==> src/rtl/pack_metadata_mc.sv <==
// Multi-channel metadata packer: serialises a latched metadata word, LSB first,
// into the unused high bits of each channel sample, one slot per accepted strobe.
module pack_metadata_mc #(
    parameter int data_width      = 16,
    parameter int data_width_used = 12,
    parameter int num_channels    = 2,
    parameter int meta_data_width = 465,
    parameter logic [data_width-data_width_used-1:0] fill_value = '0
) (
    input  logic                                 clock,
    input  logic                                 reset,
    input  logic                                 enable,
    input  logic                                 init,
    input  logic [num_channels*data_width-1:0]   data_in,
    input  logic                                 strobe_in,
    input  logic [meta_data_width-1:0]           meta_data,
    output logic [num_channels*data_width-1:0]   data_out,
    output logic                                 strobe_out,
    output logic                                 meta_busy,
    output logic                                 meta_done,
    output logic                                 restart_err
);

    localparam int P     = data_width - data_width_used;
    localparam int CP    = num_channels * P;
    localparam int S     = (meta_data_width + CP - 1) / CP;
    localparam int MW    = S * CP;
    localparam int CNT_W = $clog2(S + 1);
    localparam int OW    = num_channels * data_width;
    localparam logic [CNT_W-1:0] LAST_SLOT = CNT_W'(S - 1);

    typedef enum logic {IDLE, PACK} state_t;

    state_t                     state_q, state_d;
    logic [meta_data_width-1:0] meta_q, meta_d;
    logic [CNT_W-1:0]           cnt_q, cnt_d;
    logic [OW-1:0]              data_out_q, data_out_d;
    logic                       strobe_q;
    logic                       done_q, done_d;
    logic                       err_q, err_d;

    logic             accept;
    logic             packing;
    logic             last_slot;
    logic [MW-1:0]    src_ext;
    logic [CNT_W-1:0] cnt_src;
    logic [OW-1:0]    packed_word;

    assign accept = enable & strobe_in;

    // A concurrent init takes effect before the strobe, so slot 0 comes straight from meta_data.
    assign src_ext   = MW'(init ? meta_data : meta_q);
    assign cnt_src   = init ? '0 : cnt_q;
    assign packing   = init | (state_q == PACK);
    assign last_slot = (cnt_src == LAST_SLOT);

    generate
        for (genvar gi = 0; gi < num_channels; gi++) begin : g_chan
            logic [P-1:0] hi_bits;
            logic         unused_hi;
            assign hi_bits   = packing ? src_ext[gi*P +: P] : fill_value;
            assign unused_hi = ^data_in[gi*data_width + data_width_used +: P];
            assign packed_word[gi*data_width +: data_width] =
                {hi_bits, data_in[gi*data_width +: data_width_used]};
        end
    endgenerate

    always_ff @(posedge clock) begin
        if (reset) begin
            state_q    <= IDLE;
            meta_q     <= '0;
            cnt_q      <= '0;
            data_out_q <= '0;
            strobe_q   <= 1'b0;
            done_q     <= 1'b0;
            err_q      <= 1'b0;
        end else begin
            state_q    <= state_d;
            meta_q     <= meta_d;
            cnt_q      <= cnt_d;
            data_out_q <= data_out_d;
            strobe_q   <= accept;
            done_q     <= done_d;
            err_q      <= err_d;
        end
    end

    always_comb begin
        state_d = state_q;
        meta_d  = init ? meta_data : meta_q;
        cnt_d   = cnt_src;
        if (init) begin
            state_d = PACK;
        end
        if (accept && packing) begin
            // Shift out the slot just emitted; zeros enter from the top.
            meta_d = meta_data_width'(src_ext >> CP);
            if (last_slot) begin
                state_d = IDLE;
                cnt_d   = '0;
            end else begin
                state_d = PACK;
                cnt_d   = cnt_src + 1'b1;
            end
        end
    end

    always_comb begin
        data_out_d = accept ? packed_word : data_out_q;
        done_d     = accept & packing & last_slot;
        err_d      = init & (state_q == PACK);
    end

    assign data_out    = data_out_q;
    assign strobe_out  = strobe_q;
    assign meta_busy   = (state_q == PACK);
    assign meta_done   = done_q;
    assign restart_err = err_q;

endmodule

==> config.mk <==
export PLATFORM = sky130hd
export DESIGN_NAME = pack_metadata_mc
export DESIGN_NICKNAME = d
export VERILOG_FILES = /design/src/rtl/pack_metadata_mc.sv
export SDC_FILE = /design/constraint.sdc
export NUM_CORES = 1
export LEC_CHECK = 0
export ABC_AREA = 1
export BUFFER_PORTS_ARGS = -buffer_cell sky130_fd_sc_hd__buf_2
export CORE_AREA = 2 2 210 212
export CTS_BUF_LIST = sky130_fd_sc_hd__clkbuf_8
export DETAILED_ROUTE_END_ITERATION = 12
export DIE_AREA = 0 0 212 214
export PLACE_DENSITY = 0.89
export SYNTH_ARGS = -nofsm -noshare
export SYNTH_HDL_FRONTEND = slang
export SYNTH_SLANG_ARGS = --single-unit
==> constraint.sdc <==
create_clock -name clock -period 4.3 [get_ports clock]
set_input_delay 0.645 -clock clock [delete_from_list [all_inputs] [get_ports clock]]
set_output_delay 0.645 -clock clock [all_outputs]
set_load 0.01 [all_outputs]
* Word level (Yosys, flattened, before mapping)
Cells that the tools add are included.
Cells by class: add/subtract/negate cells 1, eq/ne operators 1, multiplexer cells 11, bitwise operators 5, reduce and logical (&&, ||, !) cells 3
Operators by type and width (count):
- 2-to-1 mux 464 bit | 2
- 2-to-1 mux 465 bit | 1
- 2-to-1 mux 6 bit | 3
- 2-to-1 mux 4 bit | 2
- adder 6 x 1 -> 6 bit (second input constant) | 1
- == test 6 bit (second input constant) | 1
- bitwise AND 1 bit | 4
- 2-to-1 mux 1 bit | 3
- nonzero test 2 bit | 1
- OR reduction 2 bit | 1
- logical AND 1 bit | 1
- bitwise OR 1 bit | 1
Word-level totals: bits in registers 507, input bits 502, output and inout bits 36, word-level logic and storage cells 29

* Logic depth before layout (Yosys ltp)
depth after elaboration 4, gate-level depth with buffers 12

* Worst setup path before layout
Ideal clock, no wire load.
path kind input-to-reg, start input port init, end register cnt_q[4], arrival time 1.866 ns, required time 4.181 ns, slack 2.316 ns, stages 12, path buffers 3, cells stage by stage buf_4 > inv_4 > buf_4 > buf_2 > nand2_1 > inv_1 > ha_1 > nand3_1 > nor2_1 > nand2_1 > nand2_1 > nor2_1
On the way: word-level cells in the longest chain between the ends 4
RTL lines:
- start: declaration | line 13 | input logic init,
- 2-to-1 mux 6 bit | line 53 | assign cnt_src = init ? '0 : cnt_q;
- adder 6 x 1 -> 6 bit / == test 6 bit (equally long branches) | line 103, 55
- 2-to-1 mux 6 bit | line 98 | if (last_slot) begin
- 2-to-1 mux 6 bit * | line 95 | if (accept && packing) begin
- end signal: assignment | line 80 | cnt_q <= cnt_d;
- end: declaration | line 36 | logic [CNT_W-1:0] cnt_q, cnt_d;
Mark *: on every way between the ends. The rest lies on a longest branch, timed or not. A chain may end at the register's enable or synchronous reset.

* Worst setup path in the final report
start input port init, end register meta_q[365]
On the way: word-level cells in the longest chain between the ends 3
RTL lines:
- bitwise OR 1 bit | line 54 | assign packing = init | (state_q == PACK);
- logical AND 1 bit | line 95
- 2-to-1 mux 464 bit / nonzero test 2 bit (equally long branches)
- end signal: assignment | line 79 | meta_q <= meta_d;
- end: declaration | line 35 | logic [meta_data_width-1:0] meta_q, meta_d;
Parallel ways exist; a longest one is shown, timed or not.

==> results.json <==
{
  "status": "completed",
  "ys_types": 30,
  "yosys_warnings": 0,
  "fin_worst_skew_ps": 25.5,
  "dpl.hpwl_um": 45200,
  "dr.pass1.iters": 6,
  "grt_max_degree": 217,
  "cts_root_buf": "clkbuf_8",
  "grt_antenna_before_repair": 23,
  "synthFlopType": "dfxtp_1",
  "p_leak_nw": 12.0,
  "wl_um": 69500,
  "die_area_mm2": 0.0454,
  "finalCritPeriodShare": 0.550,
  "syn_avg_cell_area_um2": 7.43,
  "drc_errors": 0,
  "post_cts_buffers": 0,
  "path_clk_slew_ps": 60,
  "num-nets-final": 3886,
  "layout-drive-gt1-share": 0.196,
  "io_pins": 538,
  "tns_ps": 0,
  "cts.sinks": 507,
  "grt_use_total": 0.291,
  "via_count": 22959,
  "yosysSeqAreaShare": 0.454,
  "critPathLaunchType": "input port",
  "required_ps": 4830,
  "fin_crit_ps": 2360,
  "setup_viol": 0,
  "power_mw": 10.8,
  "wl_per_cell_um": 17.2,
  "grt_pass1_vias": 21224,
  "cts_made_buffers": 83,
  "end_kind": "register",
  "chipHeight_um": 214,
  "cts_tree": "yes",
  "tightest_slew_ps": 1140,
  "max-slew-margin-rel": 0.242,
  "gr-total-overflow": 0,
  "insertion_delay_ps": 620,
  "synth.cell_area_mm2": 0.0223,
  "port_buffers": 529,
  "synth_edf_count": 0,
  "initial_utilization": 0.521,
  "viasPerCell": 5.68,
  "grt_pass1_wl_um": 107000,
  "drv_slew": 0,
  "rsz0062_at_grt": "no",
  "routabilityCongestion": 0.891,
  "hold_path.class": "input port to register",
  "yosys-top-cells-area": "dfxtp_1, nand2_1, a31oi_1",
  "critical_path.max_stage_delay_ps": 570,
  "rows": 76,
  "ant_nets": 0,
  "max_cap_viol_count": 0,
  "fill_cells": 3701,
  "syn_nets": 3510,
  "cts-resized-gates": 0,
  "arrival_ps": 2890,
  "clk_path_buf_depth": 3,
  "synth.ff_latch_count": 507,
  "critPathMaxFanout": 125,
  "coreArea_mm2": 0.0429,
  "hold_violations": 0,
  "fmax_ghz": 0.423,
  "criticalPathCategory": "input port to register",
  "die-width_um": 212,
  "netlist_instances": 3006,
  "power_density_mw_per_mm2": 409,
  "peakVddDrop_uv": 271,
  "ys_async_sr_fraction": 0,
  "yosysTopAreaCellShare": 0.454,
  "slowest_stage": "nand2_8",
  "crit_chain": "buf_8 > inv_16 > nand2_1 > nand2_8 > buf_4 > o21ai_0 > a31oi_1",
  "synthToLayoutAreaGrowth_pct": 18.3,
  "h-tree-depth": 3,
  "drt_iter0_markers": 2679,
  "cts_hold_buf": 0,
  "synth.largest_area_cell": "dfxtp_1"
}
[layer usage]
layer / GRT usage / vias up / part of all wire
met3: 0.0591 / 224 / 0.088
met2: 0.477 / 1166 / 0.47
met4: 0.172 / 8 / 0.053
met1: 0.354 / 10485 / 0.39
met5: 0 / - / 0.00076
li1: - / 11076 / -
[placed cells by master, fill, tap and decap left out, types with 2 or more instances in the layout]
| cell | instances |
|---|---|
| diode_2 | 18 |
| nor3_1 | 3 |
| buf_4 | 14 |
| mux2i_1 | 6 |
| clkinvlp_4 | 2 |
| o22ai_1 | 8 |
| nand2_1 | 1173 |
| a21oi_1 | 23 |
| clkinv_2 | 2 |
| a31oi_1 | 430 |
| a211oi_1 | 12 |
| ha_1 | 2 |
| clkbuf_8 | 105 |
| nor2_1 | 73 |
| buf_12 | 12 |
| buf_2 | 527 |
| dfxtp_1 | 507 |
| o21ai_0 | 212 |
| o21a_1 | 211 |
| nand2_2 | 2 |
| inv_1 | 44 |
| o21ai_1 | 37 |
| nand3_1 | 12 |
| a21boi_0 | 12 |
[critical path, delay by kind of cell]
family                 cells  cell delay (ps)
AOI/OAI and AO/OA          2              360
buffers and inverters      3              950
and+or+nand+nor            2              790
[path summary, 6_finish.rpt]
path | startpoint | to | slack (ps) | depth (start not counted)
max | init | meta_q[365] | 1940 | 7
max reg2reg | meta_busy | meta_q[160] | 2150 | 5
min | data_in[25] | data_out[25] | 290 | 3
min reg2reg | data_out[14] | data_out[14] | 470 | 2
[sequential cells by signal, summed over array words and instances, names as in the netlist]
name         flops
meta_q         465
data_out        32
cnt_q            6
meta_busy        1
meta_done        1
restart_err      1
strobe_out       1
[layout make-up]
cell class,count,area [um2],share of cell area
Tap cell,585,732,0.0277
Sequential cell,507,10100,0.384
Clock inverter,41,190,0.00720
Clock buffer,104,1430,0.0542
Timing Repair Buffer,555,3010,0.114
Antenna cell,18,45.0,0.00170
Multi-Input combinational cell,2223,10800,0.409
Inverter,12,68.8,0.00260
[cells by family after synthesis]
logic type / count (synthesis) / share of synthesized area
AOI/OAI and AO/OA: 946 / 0.263
muxes: 6 / 0.00269
and+or+nand+nor: 1269 / 0.216
DFF: 507 / 0.454
buffers and inverters: 276 / 0.0627
adders and majority gates: 2 / 0.00112
[cell usage after synthesis, types with 2 or more instances]
master,n
buf_4,11
nor3_1,3
o21ai_1,37
nand3_1,12
a21boi_0,12
dfxtp_1,507
o22ai_1,8
a21oi_1,23
ha_1,2
buf_1,21
inv_2,2
o21ai_0,212
o21a_1,211
buf_6,13
inv_1,8
nand2_1,1173
inv_4,2
nor2_1,73
a211oi_1,12
nand2_2,3
a31oi_1,430
buf_2,177
mux2i_1,6
clkbuf_1,42
[through the flow]
| stage | cell area [um2] | cells | hold slack, ps | setup WS [ps] | utilization |
|---|---|---|---|---|---|
| global route | 26400 | 4042 | 255 | 1800 | 0.616 |
| floorplan | 22300 | 3006 | 451 | 2320 | - |
| CTS | 26400 | 4027 | 220 | 2020 | 0.615 |
| detailed placement | 24800 | 3882 | 458 | 1330 | 0.577 |
| finish | 26400 | 4045 | 289 | 1940 | 0.616 |
| global placement | 24800 | 3882 | 451 | 1390 | 0.577 |
[report_power, final]
part,switching (mW),internal (mW)
Sequential,0.0956,5.06
Combinational,0.956,0.594
Clock,1.87,2.22
Total,2.92,7.87
(Power assumes the default switching activity.)
